[src/rtl/mem_access_pkg.sv]
// mem_access_pkg: shared definitions for the GeMIPS memory-access stage.
// Holds the memory op encodings, the FSM state type and small op-class
// helpers used by mem_access and mem_lane.
package mem_access_pkg;

  localparam logic [7:0] MEM_NOP = 8'h00;
  localparam logic [7:0] MEM_LB  = 8'h01;
  localparam logic [7:0] MEM_LW  = 8'h02;
  localparam logic [7:0] MEM_SB  = 8'h03;
  localparam logic [7:0] MEM_SW  = 8'h04;

  typedef enum logic {
    IDLE = 1'b0,
    BUS  = 1'b1
  } state_t;

  function automatic logic is_mem_op(input logic [7:0] op);
    return (op == MEM_LB) || (op == MEM_LW) || (op == MEM_SB) || (op == MEM_SW);
  endfunction

  function automatic logic is_load_op(input logic [7:0] op);
    return (op == MEM_LB) || (op == MEM_LW);
  endfunction

  function automatic logic is_word_op(input logic [7:0] op);
    return (op == MEM_LW) || (op == MEM_SW);
  endfunction

endpackage

[src/rtl/mem_lane.sv]
// mem_lane: combinational byte-lane steering for the memory-access stage.
// Issue side (i_op/i_addr_lo/i_data): byte enables, store flag and
//   replicated store data for the bus.
// Load side (i_ld_op/i_ld_lo/i_rdata): extracts and sign-extends the load
//   result; driven from the latched request since the bus answers later.
// Ports:
//   i_op, i_addr_lo, i_data   request being issued
//   o_be, o_we, o_wdata       bus byte enables / store flag / store data
//   i_ld_op, i_ld_lo, i_rdata latched load op, address low bits, bus data
//   o_ld_data                 write-back value for the load
module mem_lane
  import mem_access_pkg::*;
(
  input  logic [7:0]  i_op,
  input  logic [1:0]  i_addr_lo,
  input  logic [31:0] i_data,
  output logic [3:0]  o_be,
  output logic        o_we,
  output logic [31:0] o_wdata,
  input  logic [7:0]  i_ld_op,
  input  logic [1:0]  i_ld_lo,
  input  logic [31:0] i_rdata,
  output logic [31:0] o_ld_data
);

  logic [7:0] w_byte;

  always_comb begin
    o_be    = 4'hF;
    o_we    = (i_op == MEM_SB) || (i_op == MEM_SW);
    o_wdata = i_data;
    if ((i_op == MEM_LB) || (i_op == MEM_SB))
      o_be = 4'b0001 << i_addr_lo;
    // Byte stores put the byte on every lane; the enables pick the real one.
    if (i_op == MEM_SB)
      o_wdata = {4{i_data[7:0]}};
  end

  always_comb begin
    w_byte    = i_rdata[{i_ld_lo, 3'b000} +: 8];
    o_ld_data = i_rdata;
    if (i_ld_op == MEM_LB)
      o_ld_data = {{24{w_byte[7]}}, w_byte};
  end

endmodule

[src/rtl/mem_access.sv]
// mem_access: GeMIPS memory-access stage. Passes ALU results through to
// write-back, or runs LB/LW/SB/SW on a req/ack bus while stalling upstream.
// Optional feature macro: MEM_ALIGN_CHECK_EN -- misaligned LW/SW are
//   rejected without touching the bus and reported on bus_err_o.
// Ports:
//   clk, rst (sync, active low)
//   mem_op_i/mem_addr_i/mem_data_i  memory request from execute
//   wdata_i/waddr_i/we_i            ALU result from execute
//   wdata_o/waddr_o/we_o            registered write-back result
//   stall_req                       combinational upstream hold
//   bus_req/we/be/addr/wdata        registered bus request
//   bus_rdata/bus_ack               bus response
//   bus_err_o                       one-cycle error pulse
module mem_access
  import mem_access_pkg::*;
#(
  parameter int BUS_TIMEOUT = 255
) (
  input  logic        clk,
  input  logic        rst,
  input  logic [7:0]  mem_op_i,
  input  logic [31:0] mem_addr_i,
  input  logic [31:0] mem_data_i,
  input  logic [31:0] wdata_i,
  input  logic [4:0]  waddr_i,
  input  logic        we_i,
  output logic [31:0] wdata_o,
  output logic [4:0]  waddr_o,
  output logic        we_o,
  output logic        stall_req,
  output logic        bus_req,
  output logic        bus_we,
  output logic [3:0]  bus_be,
  output logic [31:0] bus_addr,
  output logic [31:0] bus_wdata,
  input  logic [31:0] bus_rdata,
  input  logic        bus_ack,
  output logic        bus_err_o
);

  // Counter value in the last ack-less BUS cycle before giving up.
  localparam logic [7:0] TO_LAST = 8'(BUS_TIMEOUT - 1);

  state_t      r_state, w_next;
  logic [7:0]  r_cnt;
  logic [7:0]  r_op;
  logic [1:0]  r_lo;
  logic [4:0]  r_waddr;

  logic        w_misalign, w_issue, w_timeout;
  logic [3:0]  w_be;
  logic        w_we;
  logic [31:0] w_wdata, w_ld_data;

  mem_lane u_lane (
    .i_op      (mem_op_i),
    .i_addr_lo (mem_addr_i[1:0]),
    .i_data    (mem_data_i),
    .o_be      (w_be),
    .o_we      (w_we),
    .o_wdata   (w_wdata),
    .i_ld_op   (r_op),
    .i_ld_lo   (r_lo),
    .i_rdata   (bus_rdata),
    .o_ld_data (w_ld_data)
  );

`ifdef MEM_ALIGN_CHECK_EN
  assign w_misalign = is_word_op(mem_op_i) && (mem_addr_i[1:0] != 2'b00);
`else
  assign w_misalign = 1'b0;
`endif
  assign w_issue   = is_mem_op(mem_op_i) && !w_misalign;
  // Ack beats timeout when both land in the same cycle.
  assign w_timeout = (r_cnt == TO_LAST) && !bus_ack;

  always_comb begin
    w_next    = r_state;
    stall_req = 1'b0;
    case (r_state)
      IDLE: if (w_issue) begin
        stall_req = 1'b1;
        w_next    = BUS;
      end
      BUS: begin
        if (bus_ack || w_timeout) w_next = IDLE;
        else                      stall_req = 1'b1;
      end
      default: w_next = IDLE;
    endcase
  end

  always_ff @(posedge clk) begin
    if (!rst) begin
      r_state   <= IDLE;
      r_cnt     <= '0;
      r_op      <= MEM_NOP;
      r_lo      <= '0;
      r_waddr   <= '0;
      wdata_o   <= '0;
      waddr_o   <= '0;
      we_o      <= 1'b0;
      bus_req   <= 1'b0;
      bus_we    <= 1'b0;
      bus_be    <= '0;
      bus_addr  <= '0;
      bus_wdata <= '0;
      bus_err_o <= 1'b0;
    end else begin
      r_state   <= w_next;
      bus_err_o <= 1'b0;
      case (r_state)
        IDLE: begin
          if (w_issue) begin
            r_op      <= mem_op_i;
            r_lo      <= mem_addr_i[1:0];
            r_waddr   <= waddr_i;
            r_cnt     <= '0;
            bus_req   <= 1'b1;
            bus_we    <= w_we;
            bus_be    <= w_be;
            bus_addr  <= {mem_addr_i[31:2], 2'b00};
            bus_wdata <= w_wdata;
            we_o      <= 1'b0;
          end else if (w_misalign) begin
            bus_err_o <= 1'b1;
            we_o      <= 1'b0;
          end else begin
            wdata_o <= wdata_i;
            waddr_o <= waddr_i;
            we_o    <= we_i;
          end
        end
        BUS: begin
          if (bus_ack || w_timeout) begin
            bus_req   <= 1'b0;
            bus_we    <= 1'b0;
            bus_be    <= '0;
            bus_addr  <= '0;
            bus_wdata <= '0;
          end
          if (bus_ack) begin
            waddr_o <= r_waddr;
            if (is_load_op(r_op)) begin
              we_o    <= 1'b1;
              wdata_o <= w_ld_data;
            end else begin
              we_o    <= 1'b0;
              wdata_o <= '0;
            end
          end else if (w_timeout) begin
            bus_err_o <= 1'b1;
            we_o      <= 1'b0;
          end else begin
            r_cnt <= r_cnt + 8'd1;
          end
        end
        default: ;
      endcase
    end
  end

endmodule

[config.mk]
export PLATFORM = sky130hd
export DESIGN_NAME = mem_access
export DESIGN_NICKNAME = d
export VERILOG_FILES = /design/src/rtl/mem_access_pkg.sv /design/src/rtl/mem_lane.sv /design/src/rtl/mem_access.sv
export SDC_FILE = /design/constraint.sdc
export NUM_CORES = 1
export LEC_CHECK = 0
export ABC_AREA = 1
export CAP_MARGIN = 5
export CORE_UTILIZATION = 40
export DETAILED_ROUTE_END_ITERATION = 10
export GPL_ROUTABILITY_DRIVEN = 0
export PLACE_DENSITY = 0.88
export SLEW_MARGIN = 15
export SYNTH_ARGS = -nofsm -noshare
export SYNTH_HDL_FRONTEND = slang
export SYNTH_SLANG_ARGS = --single-unit
export TNS_END_PERCENT = 5
[constraint.sdc]
create_clock -name clk -period 1.44 [get_ports clk]
set_input_delay 0.288 -clock clk [delete_from_list [all_inputs] [get_ports clk]]
set_output_delay 0.288 -clock clk [all_outputs]
set_load 0.01 [all_outputs]
Word level (Yosys, flattened, before mapping)
Cells that the tools add are included.

Bitwise gates (word level): 1. Shift operators: 2. Add/sub/neg operators: 1. Equal/unequal tests: 14. Reduce and logical (&&, ||, !) cells: 13. Mux-type cells: 38.

Operators with widths (number): 32-bit two-way mux (8); 32-bit one-hot mux with 2 select lines (3); 32-bit by 6-bit indexed part select with 8-bit output (1); 8-bit by 2-bit equality test with 1-bit output (second input constant) (3); 8-bit two-way mux (3); 8-bit by 1-bit equality test with 1-bit output (second input constant) (2); 8-bit one-hot mux with 2 select lines (1); 4-bit two-way mux (3); 1-bit two-way mux (11); 5-bit two-way mux (2); 2-bit != test (second input constant) (5); 1-bit one-hot mux with 2 select lines (5); 5-bit one-hot mux with 2 select lines (1); 8-bit by 1-bit adder with 8-bit output (second input constant) (1); 8-bit by 3-bit equality test with 1-bit output (second input constant) (1); 8-bit equality test (second input constant) (1); 4-bit one-hot mux with 2 select lines (1); 1-bit logical OR (7); 2-bit AND reduction (3); 1-bit by 2-bit << shifter with 4-bit output (first input constant) (1); 3-bit by 2-bit != test with 1-bit output (second input constant) (1); 3-bit AND reduction (1); 2-bit by 1-bit != test with 1-bit output (second input constant) (1); 1-bit logical AND (1); 2 further kinds (2).

Output and inout bits: 110. Register bits: 133. Word-level logic and storage cells: 83.

Depth between registers and ports, before layout
Gate-level depths: netlist of the first run.

Word-level depth: 6. Mapped depth: 12.

Modules after synthesis
A second synthesis of the first run with hierarchy kept.

Cell total of the unflattened synthesis: 1100. Area, all modules: 6939.2 µm².

Modules (own cells, without submodules): mem_access (cells an instance 824, area an instance 5670.4 µm², times used 1); mem_lane (cells an instance 276, area an instance 1268.7 µm², times used 1).

Worst setup path after synthesis of the first run
No wires, ideal clock.

Path type: register to register. Start: reg r_cnt[0]. End: reg bus_wdata[8]. Setup slack: 0.001 ns. Stages on the path, launching flop included: 12. Arrival: 1.369 ns. Period minus slack after synthesis: 1.439 ns. Library setup time: 0.071 ns. Path buffers: 2. Cells stage by stage: dfxtp_1 inv_1 ha_1 nand2_1 nor2_1 nand2_1 nand2_1 nand2_1 buf_4 buf_2 nand3_1 a21oi_1.

Cells in the longest elaborated chain, start to end: 5.

RTL lines: from (decl) (line mem_access.sv:45) `logic [7:0] r_cnt;`; from (signal assigned) (line mem_access.sv:155) `r_cnt <= r_cnt + 8'd1;`; 8-bit equality test (line mem_access.sv:75) `assign w_timeout = (r_cnt == TO_LAST) && !bus_ack;`; 1-bit logical AND (line mem_access.sv:75); 1-bit logical OR (line mem_access.sv:135) `if (bus_ack || w_timeout) begin`; 2-bit by 1-bit != test with 1-bit output (no source line); 2-bit AND reduction (no source line); to (signal assigned) (line mem_access.sv:123) `bus_wdata <= w_wdata;`; to (decl) (line mem_access.sv:35) `output logic [31:0] bus_wdata,`.

No other way between the ends. A chain may end at the register's enable or synchronous reset.

Worst setup path after layout of the first run
Start: reg r_cnt[0]. End: out stall_req.

Cells in the longest elaborated chain, start to end: 5.

RTL lines: 8-bit equality test (line mem_access.sv:75); 1-bit logical AND (line mem_access.sv:75); 1-bit logical OR (line mem_access.sv:86) `if (bus_ack || w_timeout) w_next = IDLE;`; 1-bit two-way mux (line mem_access.sv:86); 1-bit one-hot mux with 2 select lines (line mem_access.sv:80) `case (r_state)`; to (decl) (line mem_access.sv:30) `output logic stall_req,`.

No other way between the ends.

==> results.md, run 1 <==
• **number of DRC violations after detailed-routing iteration 0** 673
• **min Tclk post-route** 1788 ps
• **overall die width** 130.0 um
• **Slowest Stage Delay on Critical Path** 320 ps
• **endpoints failing hold** 0
• **Sink Count** 131
• **Max clock buf depth** 2
• **floorplan die area** 16,910 um^2
• **global-route congestion overflow total** 0
• **DIE HEIGHT** 130.0 um
• **Switching Power** 2.271 mW
• **final setup TNS** -26,740 ps
• **most frequently used flop master after synthesis** dfxtp_1
• **CTS tree** yes
• **final worst path period share** 124.2%
• **Yosys warning total** 0
• **maximum clock frequency** 559.1 MHz
• **Synth async-reset ratio** 0%
• **leading area contributor after synthesis** dfxtp_1
• **sort of element at the start of the critical path** flop
• **worst hold-check path type** in2reg
• **DR WL met2** 12.56 mm
• **placed wire-length estimate** 15.20 mm
• **average vias per placed instance** 5.270
• **final-report max-slew violation count** 0
• **clock buffer count from CTS** 17
• **post-synthesis sequential area ratio** 40.00%
• **switching part of the total** 22.78%
• **data required time at the worst endpoint** 1150 ps
• **proportion of power drawn by the clock network** 50.1%
• **pin count of the biggest net entering global routing** 49
• **NumNets Final** 1,409
• **Initial Utilization** 41.12%
• **classification of the worst setup path** reg2out
• **crit path setup slack, layout** -348.4 ps
• **Post-synth EDFFs** 0
• **slowest CP cell** dfxtp_2
• **Synth top cells by count** nand2_1, dfxtp_1, nand3_1
• **IR Drop Worst-Case VDD** 0.6147 mV
• **Arr. time, crit path** 1500 ps
• **Std-Cell Rows** 46
• **combined buffer and inverter count along the critical path** 2
• **cells taking the most area after synthesis** dfxtp_1, nand2_1, nand3_1
• **global-route usage over all layers** 28.56%
• **gate count after technology mapping** 978
• **initial antenna violation count** 2
• **source-to-sink clock delay at the later pin of the worst-skew pair** 430 ps
• **Placed Instance Area** 9470 um^2
• **number of remaining DRC errors** 0
• **remaining antenna violation count** 0
• **share of final-layout standard cells stronger than drive strength 1** 17.35%
• **result of the run** finished with violations
• **violated checks** negative setup slack
• **Maximum Capacitance Violations** 0
• **PD cells** 910.3 nW/um^2
• **combinational group share of total power** 12.1%
• **CTS root buf** clkbuf_16
• **area added between synthesis and finish** 67.02%
• **largest clock skew in the final design** 11.25 ps
• **routed wirelength normalized by instance count** 16.65 um
• **Util after Layout** 68.69%
• **proportion of power drawn by flip-flops and latches** 37.8%
• **amount of wire on met3 after detailed routing** 1.930 mm
• **placeable core area** 15,940 um^2
• **setup repair after global routing missed its margin** true
• **wire length reported by the detailed router** 24.84 mm
• **Worst Setup End Kind** output port
• **post-synthesis area per instance** 6.704 um^2
• **vias in the first global route** 7,602
• **highest net fanout along the worst path** 4
• **area of the mapped netlist** 6556 um^2
• **leak pwr** 5.000 nW
• **via total after detailed routing** 7,863
• **cell internal power dissipation** 7.698 mW
• **library cell appearing most often on the critical path** nand2_2
• **Final Setup Violations** 115
• **Port Buffers** 252
• **Post-Layout Inst Area** 10,950 um^2
• **met1 wire length** 9.301 mm
• **DR top layer** met4
• **worst-path cell chain** inv_2 > ha_4 > nand2_2 > nor2_2 > nand2_2 > nand3_4 > nand2_4 > buf_6
• **fraction of synthesized cell area taken by the top area cell type** 40.00%
• **leading cell type by number of instances after synthesis** nand2_1
• **clock-pin slew reported for the worst setup and hold paths after clock tree synthesis** 60 ps
• **number of synthesized register bits** 131
• **dominant delay contributor by cell family on the critical path** simple AND/OR/NAND/NOR gates
• **H-tree depth** 4
• **number of top-level pins** 255
• **global-route wire length before repair** 37.29 mm
• **detailed-router iteration count before antenna repair** 6
• **post-synth cell types** 31
area by class of cell:
| cell class | instances | area, um^2 |
|---|---|---|
| clock inverters | 10 | 203.9 |
| flip-flops and latches | 131 | 2626 |
| inverters | 82 | 322.8 |
| well taps | 216 | 270.3 |
| fillers | 1202 | 4992 |
| clock buffers | 21 | 460.4 |
| repair buffers | 334 | 3433 |
| diodes | 2 | 5.005 |
| multi-input cells | 696 | 3628 |
state kept, by name (all words and copies together) (netlist names):
register and count:
r_waddr 5, r_op 8, bus_err_o 1, r_lo 2, we_o 1, bus_we 1, waddr_o 5, bus_addr 30
bus_wdata 32, r_cnt 8, bus_be 4, wdata_o 32, r_state 1, bus_req 1
tightest hold or removal path, stage by stage:
cell and delay (ps):
buf_2 120, inv_2 120, a21oi_1 130
logic make-up after synthesis:
kind of cell | after synthesis | share of synthesized area (%)
flops | 131 | 40.00
fa+ha+maj | 2 | 0.3816
buf+inv | 154 | 11.37
compound gates | 180 | 14.35
other cells | 1 | 0.05720
simple gates | 505 | 33.17
xor+xnor | 5 | 0.6681
layout by cell type (no fill, tap or decap), types with 4 or more instances in the layout:
cell type	n
a21oi_1	80
a21oi_2	21
buf_12	11
buf_16	6
buf_4	49
buf_6	9
bufbuf_16	4
bufinv_16	6
clkbuf_16	18
clkdlybuf4s50_1	135
dfxtp_1	128
dlygate4sd2_1	111
dlymetal6s2s_1	4
inv_1	73
inv_2	7
nand2_1	247
nand2_2	10
nand2_4	5
nand2_8	5
nand3_1	76
nand3_2	33
nand3_4	4
nand4_1	20
nor2_1	89
nor2_2	13
o211ai_1	14
o21ai_0	39
o21ai_1	23
per-layer routing:
metal / GRT usage (%) / up-vias
met5: 0 / -
met4: 16.96 / 0
met3: 7.585 / 87
met2: 49.69 / 391
met1: 31.18 / 3633
li1: - / 3752
through the flow:
stage	setup slack, ps	total power, mW	instances	hold slack, ps
detailed placement	-830.1	5.012	1434	428.5
floorplan	0.6286	4.288	979	366.7
global route	-423.5	10.27	1491	280.4
CTS	-307.7	9.953	1486	244.0
global placement	-781.0	4.993	1434	427.0
finish	-348.4	9.968	1492	266.0
path summary, 6_finish.rpt:
check,from,to,slack (ps),depth (start not counted)
setup / recovery,r_cnt[0],stall_req,-350,8
hold / removal,rst,r_cnt[2],270,3
setup reg to reg,r_cnt[0],bus_addr[9],-340,13
hold reg to reg,r_op[6],r_op[6],440,2
power by group through the flow:
stage          registers [mW]  logic, mW  clock network, mW
3_3_place_gp             3.84       1.15                  0
2_1_floorplan            3.88      0.404                  0
5_1_grt                  3.78       1.30               5.19
3_5_place_dp             3.85       1.17                  0
4_1_cts                  3.77       1.17               5.02
6_report                 3.77       1.21               4.99
timing repair:
item,in CTS,in global routing
setup buffers,9,3
hold buffers,0,0
gates cloned,12,1
pin swaps,21,11
gates resized for setup,190,60
endpoints found under the setup margin,232,131
(Power assumes the default switching activity.)
==> run 2: changes to the inputs <==
--- a/config.mk
+++ b/config.mk
@@ -7,12 +7,13 @@
 export LEC_CHECK = 0
 export ABC_AREA = 1
 export CAP_MARGIN = 5
-export CORE_UTILIZATION = 40
+export CORE_UTILIZATION = 41
 export DETAILED_ROUTE_END_ITERATION = 10
 export GPL_ROUTABILITY_DRIVEN = 0
-export PLACE_DENSITY = 0.88
+export PLACE_DENSITY = 0.89
 export SLEW_MARGIN = 15
 export SYNTH_ARGS = -nofsm -noshare
 export SYNTH_HDL_FRONTEND = slang
+export SYNTH_HIERARCHICAL = 1
 export SYNTH_SLANG_ARGS = --single-unit
 export TNS_END_PERCENT = 5
==> run 2 against run 1 <==
The flow still finishes with violations (negative setup slack). Worst hold slack improved by 92 ps. Die area increased by 3.2%. Total power decreased by 7.0%. Largest power group unchanged. Highest routed layer unchanged. Sequential share of layout area decreased by 0.26 points.
==> results.md, run 2 <==
• **result of the run** finished with violations
• **violated checks** negative setup slack
• **CTS root buf** clkbuf_16
• **DIE HEIGHT** 132.1 um
• **highest net fanout along the worst path** 2
• **H-tree depth** 4
• **worst hold-check path type** in2reg
• **global-route wire length before repair** 39.32 mm
• **cells taking the most area after synthesis** dfxtp_1, nand2_1, nand3_1
• **Placed Instance Area** 9913 um^2
• **count of antenna diodes in the layout** 0
• **fraction of synthesized cell area taken by the top area cell type** 37.79%
• **global-route usage over all layers** 28.57%
• **initial antenna violation count** 1
• **commonest non-fill, non-tap cell in the layout** nand2_1
• **PD cells** 834.5 nW/um^2
• **leading cell type by number of instances after synthesis** nand2_1
• **number of filler cells placed in the layout** 1,335
• **setup repair after global routing missed its margin** true
• **Slew HR** 61.90%
• **most frequently used flop master after synthesis** dfxtp_1
• **Sink Count** 131
• **final-report max-slew violation count** 0
• **area of the multi-input gates** 3714 um^2
• **area of the mapped netlist** 6939 um^2
• **pin count of the biggest net entering global routing** 51
• **slowest CP cell** dfxtp_2
• **Synth async-reset ratio** 0%
• **crit path setup slack, layout** -271.8 ps
• **number of top-level pins** 255
• **maximum clock frequency** 584.2 MHz
• **number of synthesized register bits** 131
• **share of final-layout standard cells stronger than drive strength 1** 15.04%
• **post-layout power** 9.275 mW
• **worst-path cell chain** inv_2 > ha_4 > nand2_4 > nor2_4 > nand2_2 > nand2_2 > nand2_2 > buf_6
• **Yosys warning total** 6
• **adder and majority cell fraction of the synthesized area** 0.3606%
• **area added between synthesis and finish** 60.17%
• **remaining antenna violation count** 0
• **post-synthesis area per instance** 6.308 um^2
• **number of DRC violations after detailed-routing iteration 0** 582
• **endpoints failing hold** 0
• **gate count after technology mapping** 1,100
• **Worst Setup End Kind** output port
• **Initial Utilization** 41.99%
• **classification of the worst setup path** reg2out
• **Final Setup Violations** 82
• **Arr. time, crit path** 1420 ps
• **overall die width** 132.1 um
• **detailed-router iteration count before antenna repair** 5
• **NumNets Final** 1,532
• **Maximum Capacitance Violations** 0
• **leak pwr** 5.315 nW
• **most frequent cells in the layout** nand2_1, clkdlybuf4s50_1, dfxtp_1
• **post-synthesis sequential area ratio** 37.79%
• **number of remaining DRC errors** 0
• **via total after detailed routing** 8,215
• **Hold Buf Count CTS** 0
• **floorplan die area** 17,450 um^2
• **share of the synthesized area in compound gates (AO/OA/AOI/OAI)** 9.304%
• **mux cell area share after synthesis** 0.7212%
• **source-to-sink clock delay at the later pin of the worst-skew pair** 420 ps
• **Slowest Stage Delay on Critical Path** 320 ps
• **wire length reported by the detailed router** 25.43 mm
• **library cell appearing most often on the critical path** nand2_2
• **Max clock buf depth** 2
• **CTS tree** yes
• **Synth Area in XOR/XNOR** 0.2524%
• **placed wire-length estimate** 16.23 mm
• **post-synth cell types** 29
• **Post-synth EDFFs** 0
• **Post-Layout Inst Area** 11,110 um^2
• **clock buffer count from CTS** 17
• **final worst path period share** 118.9%
• **simple-gate share of the synthesized area** 39.06%
• **Util after Layout** 67.26%
• **Port Buffers** 252
• **combinational family with the most area after synthesis** simple AND/OR/NAND/NOR gates
• **combined buffer and inverter count along the critical path** 2
• **min Tclk post-route** 1712 ps
• **transition at the pin with the smallest max-transition slack** 571.5 ps
• **clock-pin slew reported for the worst setup and hold paths after clock tree synthesis** 50 ps
• **leading area contributor after synthesis** dfxtp_1
• **dominant delay contributor by cell family on the critical path** simple AND/OR/NAND/NOR gates
• **Largest regs** bus_wdata: 32 flops, wdata_o: 32 flops, bus_addr: 30 flops
• **Synth top cells by count** nand2_1, dfxtp_1, nor2_1
• **largest clock skew in the final design** 11.28 ps
• **Sequential Area** 2636 um^2
• **routed wirelength normalized by instance count** 15.74 um
• **vias in the first global route** 7,879
• **data required time at the worst endpoint** 1150 ps
• **sort of element at the start of the critical path** flop
• **global-route congestion overflow total** 0
• **placeable core area** 16,520 um^2
• **average vias per placed instance** 5.084
• **IR Drop Worst-Case VDD** 0.8092 mV
• **Std-Cell Rows** 47
## run 2: changes by cell type after synthesis, moves of 19 or more
cell,change
a21oi_1,-19
inv_1,+19
nand2_1,+145
nand4_1,-19
nor2_1,+21
o21ai_1,-20
## run 2: power by group
part / total (mW) / switching (mW) / internal, mW
clock network: 4.26 / 1.64 / 2.62
registers: 3.76 / 0.0452 / 3.71
logic: 1.26 / 0.583 / 0.675
total: 9.28 / 2.27 / 7.00
## run 2: cell type report
class                           count  share of cell area, %
Sequential cell                   131                  23.72
Inverter                           99                  3.434
Timing Repair Buffer              343                  31.85
Clock buffer                       21                  4.143
Tap cell                          220                  2.477
Multi-Input combinational cell    793                  33.41
Clock inverter                      9                 0.9681
## run 2: final timing paths
| kind | from | to | slack, ps | cells after the start |
|---|---|---|---|---|
| worst max-delay path | r_cnt[0] | stall_req | -270 | 8 |
| worst min-delay path | rst | bus_addr[4] | 360 | 3 |
| worst max register to register | r_cnt[0] | bus_addr[31] | -230 | 12 |
| worst min register to register | waddr_o[1] | waddr_o[1] | 460 | 2 |
## run 2: worst register-to-register path, stage by stage, from the launching register on
cell     delay [ps]
dfxtp_2         320
inv_2            60
ha_4            130
nand2_4          50
nor2_4          110
nand2_2          80
buf_4           160
nand2_4          70
nand2_8         100
buf_12          170
buf_16          150
nand3_1         100
a21oi_1          70
## run 2: metal layers
metal / track usage (%) / vias to the layer above / routed length (um)
li1: - / 3983 / -
met1: 31.79 / 3704 / 9467
met2: 50.15 / 453 / 12400
met3: 8.151 / 75 / 2723
met4: 13.44 / 0 / 841
met5: 0 / - / 0
## run 2: logic make-up after synthesis
| family | count (synthesis) |
|---|---|
| AOI/OAI and AO/OA | 127 |
| xor gates and xnor gates | 2 |
| adders and majority gates | 2 |
| buffers and inverters | 178 |
| DFF | 131 |
| muxes | 5 |
| other | 1 |
| and+or+nand+nor | 654 |
## run 2: what timing repair did
item / CTS / global route
pin swaps: 10 / 29
setup buffers: 9 / 3
cloned: 11 / 0
resized for setup: 183 / 59
setup endpoints to repair: 227 / 126
endpoints found under the hold margin: 0 / 0
## run 2: stage by stage
step,setup slack [ps],hold WS (ps),setup TNS (ps),std cells
floorplan,-51.16,430.7,-2120,1101
global placement,-685.0,451.4,-75510,1563
detailed placement,-741.0,455.6,-83380,1563
CTS,-247.0,372.8,-10850,1613
global route,-353.2,395.5,-22500,1616
finish,-271.8,357.8,-11890,1616
